--- src/rtl/bclk_training_ctrl.sv ---
// Fabric-side BCLK training sequencer: sweeps the IOD delay line, locates the unstable window
// around the BCLK edge, then parks the delay line at edge centre plus a fixed offset.
module bclk_training_ctrl #(
  parameter int TAP_MAX       = 127,
  parameter int SETTLE_CYCLES = 8,
  parameter int SAMPLE_CNT    = 16,
  parameter int OFFSET_TAPS   = 32
) (
  input  logic       FAB_CLK,
  input  logic       SYNC_RST,
  input  logic       TRAIN_START,
  input  logic [7:0] RX_DATA,
  input  logic       EYE_MONITOR_EARLY,
  input  logic       EYE_MONITOR_LATE,
  input  logic       DELAY_LINE_OUT_OF_RANGE,
  output logic       DELAY_LINE_LOAD,
  output logic       DELAY_LINE_MOVE,
  output logic       DELAY_LINE_DIRECTION,
  output logic       EYE_MONITOR_CLEAR_FLAGS,
  output logic [7:0] TAP_POS,
  output logic [7:0] EDGE_TAP,
  output logic       TRAIN_BUSY,
  output logic       TRAIN_DONE,
  output logic [1:0] TRAIN_ERR
);

  localparam int CNT_MAX = (SETTLE_CYCLES > SAMPLE_CNT) ? SETTLE_CYCLES : SAMPLE_CNT;
  localparam int CNT_W   = $clog2(CNT_MAX + 1);
  localparam logic [CNT_W-1:0] SETTLE_LAST = CNT_W'(SETTLE_CYCLES - 1);
  localparam logic [CNT_W-1:0] SAMPLE_LAST = CNT_W'(SAMPLE_CNT - 1);
  localparam logic [7:0] TAP_MAX_V = 8'(TAP_MAX);
  localparam logic [8:0] TAP_MAX_9 = 9'(TAP_MAX);
  localparam logic [8:0] OFFSET_9  = 9'(OFFSET_TAPS);

  typedef enum logic [3:0] {
    S_IDLE, S_LOAD, S_SETTLE, S_SAMPLE, S_EVAL, S_STEP, S_SEEK, S_DONE, S_ERR
  } state_t;

  state_t           r_state, w_nxt;
  logic [CNT_W-1:0] r_cnt;
  logic [7:0]       r_tap, r_edge_tap, r_edge_start, r_last_unstable, r_word0;
  logic [8:0]       r_target;
  logic             r_edge_found, r_seek_mode, r_mismatch, r_dir;
  logic [1:0]       r_err, w_err_nxt;
  logic             w_load, w_move, w_dir, w_clr, w_busy, w_unstable;
  logic [8:0]       w_edge_sum, w_target;
  logic [7:0]       w_edge_ctr;

  assign w_busy     = !(r_state == S_IDLE || r_state == S_DONE || r_state == S_ERR);
  assign w_unstable = r_mismatch | EYE_MONITOR_EARLY | EYE_MONITOR_LATE |
                      (r_word0 == 8'h00) | (r_word0 == 8'hFF);
  assign w_edge_sum = {1'b0, r_edge_start} + {1'b0, r_last_unstable};
  assign w_edge_ctr = 8'(w_edge_sum >> 1);
  assign w_target   = {1'b0, w_edge_ctr} + OFFSET_9;

  always_comb begin
    w_nxt     = r_state;
    w_err_nxt = r_err;
    w_load    = 1'b0;
    w_move    = 1'b0;
    w_dir     = r_dir;
    w_clr     = 1'b0;
    case (r_state)
      S_IDLE, S_DONE, S_ERR: begin
        if (TRAIN_START) begin
          w_nxt     = S_LOAD;
          w_err_nxt = 2'b00;
        end
      end
      S_LOAD: begin
        w_load = 1'b1;
        w_nxt  = S_SETTLE;
      end
      S_SETTLE: begin
        if (r_cnt == SETTLE_LAST) w_nxt = r_seek_mode ? S_SEEK : S_SAMPLE;
      end
      S_SAMPLE: begin
        w_clr = (r_cnt == '0);
        if (r_cnt == SAMPLE_LAST) w_nxt = S_EVAL;
      end
      S_EVAL: begin
        // A stable tap after an unstable run closes the edge window.
        if (!w_unstable && r_edge_found) begin
          if (w_target > TAP_MAX_9) begin
            w_nxt     = S_ERR;
            w_err_nxt = 2'b11;
          end else begin
            w_nxt = S_SEEK;
          end
        end else if (r_tap == TAP_MAX_V) begin
          w_nxt     = S_ERR;
          w_err_nxt = 2'b01;
        end else begin
          w_nxt = S_STEP;
        end
      end
      S_STEP: begin
        w_move = 1'b1;
        w_dir  = 1'b1;
        w_nxt  = S_SETTLE;
      end
      S_SEEK: begin
        if ({1'b0, r_tap} == r_target) begin
          w_nxt = S_DONE;
        end else begin
          w_move = 1'b1;
          w_dir  = (r_target > {1'b0, r_tap});
          w_nxt  = S_SETTLE;
        end
      end
      default: w_nxt = S_IDLE;
    endcase
    // A saturated delay line overrides everything else and suppresses the pending pulse.
    if (w_busy && DELAY_LINE_OUT_OF_RANGE) begin
      w_nxt     = S_ERR;
      w_err_nxt = 2'b10;
      w_load    = 1'b0;
      w_move    = 1'b0;
      w_dir     = r_dir;
    end
  end

  always_ff @(posedge FAB_CLK) begin
    if (SYNC_RST) begin
      r_state         <= S_IDLE;
      r_cnt           <= '0;
      r_tap           <= 8'd0;
      r_edge_tap      <= 8'd0;
      r_target        <= 9'd0;
      r_edge_found    <= 1'b0;
      r_seek_mode     <= 1'b0;
      r_dir           <= 1'b1;
      r_err           <= 2'b00;
      r_last_unstable <= 8'd0;
    end else begin
      r_state <= w_nxt;
      r_err   <= w_err_nxt;
      r_dir   <= w_dir;
      if (w_nxt != r_state || !(r_state == S_SETTLE || r_state == S_SAMPLE)) r_cnt <= '0;
      else r_cnt <= r_cnt + 1'b1;
      if (w_move) r_tap <= w_dir ? r_tap + 8'd1 : r_tap - 8'd1;
      case (r_state)
        S_LOAD: begin
          r_tap           <= 8'd0;
          r_edge_found    <= 1'b0;
          r_last_unstable <= 8'd0;
          r_seek_mode     <= 1'b0;
        end
        S_EVAL: begin
          if (w_unstable) begin
            if (!r_edge_found) r_edge_found <= 1'b1;
            r_last_unstable <= r_tap;
          end else if (r_edge_found) begin
            r_edge_tap  <= w_edge_ctr;
            r_target    <= w_target;
            r_seek_mode <= 1'b1;
          end
        end
        default: ;
      endcase
    end
  end

  // Datapath captures, no reset needed.
  always_ff @(posedge FAB_CLK) begin
    if (r_state == S_SAMPLE) begin
      if (r_cnt == '0) begin
        r_word0    <= RX_DATA;
        r_mismatch <= 1'b0;
      end else if (RX_DATA != r_word0) begin
        r_mismatch <= 1'b1;
      end
    end
    if (r_state == S_EVAL && w_unstable && !r_edge_found) r_edge_start <= r_tap;
  end

  assign DELAY_LINE_LOAD         = w_load;
  assign DELAY_LINE_MOVE         = w_move;
  assign DELAY_LINE_DIRECTION    = w_dir;
  assign EYE_MONITOR_CLEAR_FLAGS = w_clr;
  assign TAP_POS                 = r_tap;
  assign EDGE_TAP                = r_edge_tap;
  assign TRAIN_BUSY              = w_busy;
  assign TRAIN_DONE              = (r_state == S_DONE);
  assign TRAIN_ERR               = r_err;

endmodule
--- config.mk ---
export PLATFORM = sky130hd
export DESIGN_NAME = bclk_training_ctrl
export DESIGN_NICKNAME = d
export VERILOG_FILES = /design/src/rtl/bclk_training_ctrl.sv
export SDC_FILE = /design/constraint.sdc
export NUM_CORES = 1
export LEC_CHECK = 0
export ABC_AREA = 1
export CAP_MARGIN = 20
export CORE_MARGIN = 10
export CORE_UTILIZATION = 57
export CTS_CLUSTER_DIAMETER = 60
export CTS_CLUSTER_SIZE = 25
export DETAILED_ROUTE_END_ITERATION = 10
export MAX_ROUTING_LAYER = met4
export PLACE_DENSITY_LB_ADDON = 0.08
export SYNTH_ARGS = -nofsm -noshare
export SYNTH_HDL_FRONTEND = slang
export SYNTH_SLANG_ARGS = --single-unit
--- constraint.sdc ---
create_clock -name FAB_CLK -period 3.2 [get_ports FAB_CLK]
set_clock_uncertainty 0.2 [all_clocks]
set_input_delay 0.48 -clock FAB_CLK [delete_from_list [all_inputs] [get_ports FAB_CLK]]
set_output_delay 0.48 -clock FAB_CLK [all_outputs]
set_load 0.01 [all_outputs]
==> summary.md <==
| Metric | Value |
|---|---|
| Status | finished, final reports clean |
| Synth Flop Type | dfxtp_1 |
| Final Hold Viols | 0 |
| Full die area | 10100 µm² |
| Max transition margin | 0.605 |
| Commonest non-fill, non-tap cell in the layout | nand2_1 |
| Drt wl/cell | 15.0 µm |
| Kind of critical path | reg2reg |
| Num CTS Buffers | 9 |
| Die H | around 100 µm |
| I/O pins | 38 |
| Vias in the first global route | 3268 |
| Seq/Total Area, Yosys | 0.368 |
| Critical path cell sequence | inv_1, ha_1, nand2_1, inv_1, nand4_1, o21ai_0, nand3b_1, nand2_4, ha_1, inv_1, o21ai_2, a31oi_2, nand3_1, nand3_1, and2_1, nor2_1 |
| Crit start category | register |
| Cell area after synthesis | between 3000 and 4000 µm² |
| Hold Path Class | reg2reg |
| Worst hold margin | ~250 ps |
| Initial antenna violation count | 0 |
| CTS tree | yes |
| Library cells used by synthesis | 38 |
| First-pass GRT wire length | about 15000 µm |
| Unrepaired setup endpoints after global routing | true |
| Post-synthesis async set-or-reset flop share | 0 |
| Post-Place Setup Slack | roughly 37 ps |
| Worst-Skew Late Latency | approximately 350 ps |
| Setup violations, final | 0 |
| Min cycle time layout | around 3100 ps |
| Largest cells by area after synthesis | dfxtp_1 (23%), edfxtp_1 (14%), nand2_1 (9.3%) |
| Area growth, synth to finish | 23.5% |
| Core area | 6310 µm² |
| Die width | between 100 and 150 µm |
| Nets | between 500 and 600 |
| Hold-fix buffers, CTS | 0 |
| Port bufs | 37 |
| Final critical-path share of the clock period | 0.975 |
| Worst path slowest cell | ha_1 |
| Worst EP required | between 3000 and 4000 ps |
| Vias | 3409 |
| Share of the synthesized area in the top cell type | 0.229 |
| Clock sink count | 59 |
| Critical path's largest stage delay | roughly 340 ps |
| CP Max Fanout | 8 |
| Pleak | approximately 2.0 nW |
| Crit. End Element | register |
| Net Count, Synth | 531 |
| Yosys top cell by area | dfxtp_1 |
| Routability congestion estimate | between 0.9 and 1 |
| Final WS setup | approximately 80 ps |
| Post-route ant nets | 0 |
| First drt pass iteration count | 5 |
| Worst Tran Pin Value | approximately 590 ps |
| Hpwl dp | between 7000 and 8000 µm |
| Initial core utilization | 0.582 |
| Pwr dens | a little over 400 nW/µm² |
| Largest net degree at the start of global routing | 18 |
| Worst path arrival time | around 3200 ps |
| Clock tree buffer depth | 2 |
| Cells after Synth | between 400 and 500 |
| Post-synth EDFFs | 17 |
| Most used cell, CP | inv_1 |
| Fmax | 321 MHz |
| N_diodes | 0 |
| Via-to-Cell Ratio | 5.45 |
| Synth warn | 0 |
| Syn avg cell area | between 7 and 8 µm² |
| Routed Wire Length | 9380 µm |
| Max rail drop VDD | between 0.2 and 0.3 mV |
| Most frequent cells in the layout | nand2_1 (91), inv_1 (74), nand3_1 (41) |
| CTS H-tree lvls | 3 |
| Max cap viols | 0 |
| Yosys reg bits | approximately 60 |
| Detailed Route Iter0 Violations | between 100 and 150 |
| Tot GR Track Use | 0.194 |
| Share of cells above drive strength 1 | 0.155 |
| Fin. max-slew vios | 0 |
| Worst-path clk slew | 70 ps |
| Rows | 29 |
| Gr ovfl total | 0 |
| Root buf cell | clkbuf_8 |
| # DRC | 0 |
[cell usage after synthesis (5+ instances only)]
cell type / n
nor2_1: 37
nor3_1: 9
inv_2: 5
nand2_1: 91
inv_1: 78
dfxtp_1: 42
xnor2_1: 11
nand2_2: 13
ha_1: 26
buf_4: 5
o21ai_0: 26
edfxtp_1: 17
nand3_1: 42
nand4_1: 9
a21oi_1: 35
[final cells by class]
class	instances	area, µm²
clock buffers	9	124
clock inverters	7	106
fillers	526	1780
inverters	83	314
multi-input cells	335	2030
flip-flops and latches	59	1360
well taps	77	96.3
repair buffers	56	512
[logic make-up (layout without fill, tap and decap cells)]
family,after synthesis,count (layout),synth area share
AO/OA/AOI/OAI,74,74,0.112
adder cells (fa/ha/maj),28,28,0.0994
buffers and inverters,95,155,0.109
flip-flops,59,59,0.368
AND/OR/NAND/NOR,218,218,0.275
XOR/XNOR,15,15,0.0357
[path summary, 6_finish.rpt]
path                     start      endpoint  slack, ps  depth (start not counted)
setup reg to reg    TAP_POS[1]    TAP_POS[7]         80                         16
hold reg to reg   TRAIN_ERR[0]  TRAIN_ERR[0]        250                          2
setup / recovery    TAP_POS[1]    TAP_POS[7]         80                         16
hold / removal    TRAIN_ERR[0]  TRAIN_ERR[0]        250                          2
[state kept, by name, indices dropped and copies added (netlist names), 2 cells and up]
| register | flops |
|---|---|
| EDGE_TAP | 8 |
| TAP_POS | 8 |
| r_edge_start | 8 |
| r_last_unstable | 8 |
| r_word0 | 8 |
| r_cnt | 5 |
| r_state | 4 |
| r_target | 4 |
| TRAIN_ERR | 2 |
[through the flow]
step | power, W | util | instance area (µm²) | std cells | setup TNS (ps)
2_1_floorplan | 0.000960 | - | 3670 | 489 | 0
3_3_place_gp | 0.00103 | 0.657 | 4150 | 604 | 0
3_5_place_dp | 0.00103 | 0.657 | 4150 | 604 | 0
4_1_cts | 0.00184 | 0.694 | 4380 | 620 | 0
5_1_grt | 0.00191 | 0.719 | 4540 | 626 | -274
6_report | 0.00184 | 0.719 | 4540 | 626 | 0
[report_power, final]
group	internal, W	switching, W	leakage, nW
registers	0.000783	0.0000163	0.509
clock network	0.000508	0.000307	0.116
logic	0.0000904	0.000132	1.40
[worst max-delay path: cells and delay by family, from the launching register on]
family                   cells  cell delay [ps]
buffers and inverters        3              210
AND/OR/NAND/NOR              8             1080
flip-flops                   1              330
adder cells (fa/ha/maj)      2              630
AO/OA/AOI/OAI                3              590
[what timing repair did]
| action | CTS | global route |
|---|---|---|
| resized for setup | 2 | 27 |
| gates cloned | 0 | 0 |
| endpoints found under the setup margin | 1 | 9 |
| pin swaps | 0 | 15 |
| hold endpoints to repair | 0 | 0 |
| buffers inserted | 0 | 6 |
[per-layer routing]
layer / part of all wire / GRT usage / wire [µm] / vias to the layer above
li1: - / - / - / 1713
met1: 0.44 / 0.239 / 4140 / 1572
met2: 0.48 / 0.307 / 4540 / 110
met3: 0.064 / 0.0446 / 598 / 14
met4: 0.011 / 0.0598 / 103 / 0
met5: 0 / - / 0 / -
(Power assumes the default switching activity.)
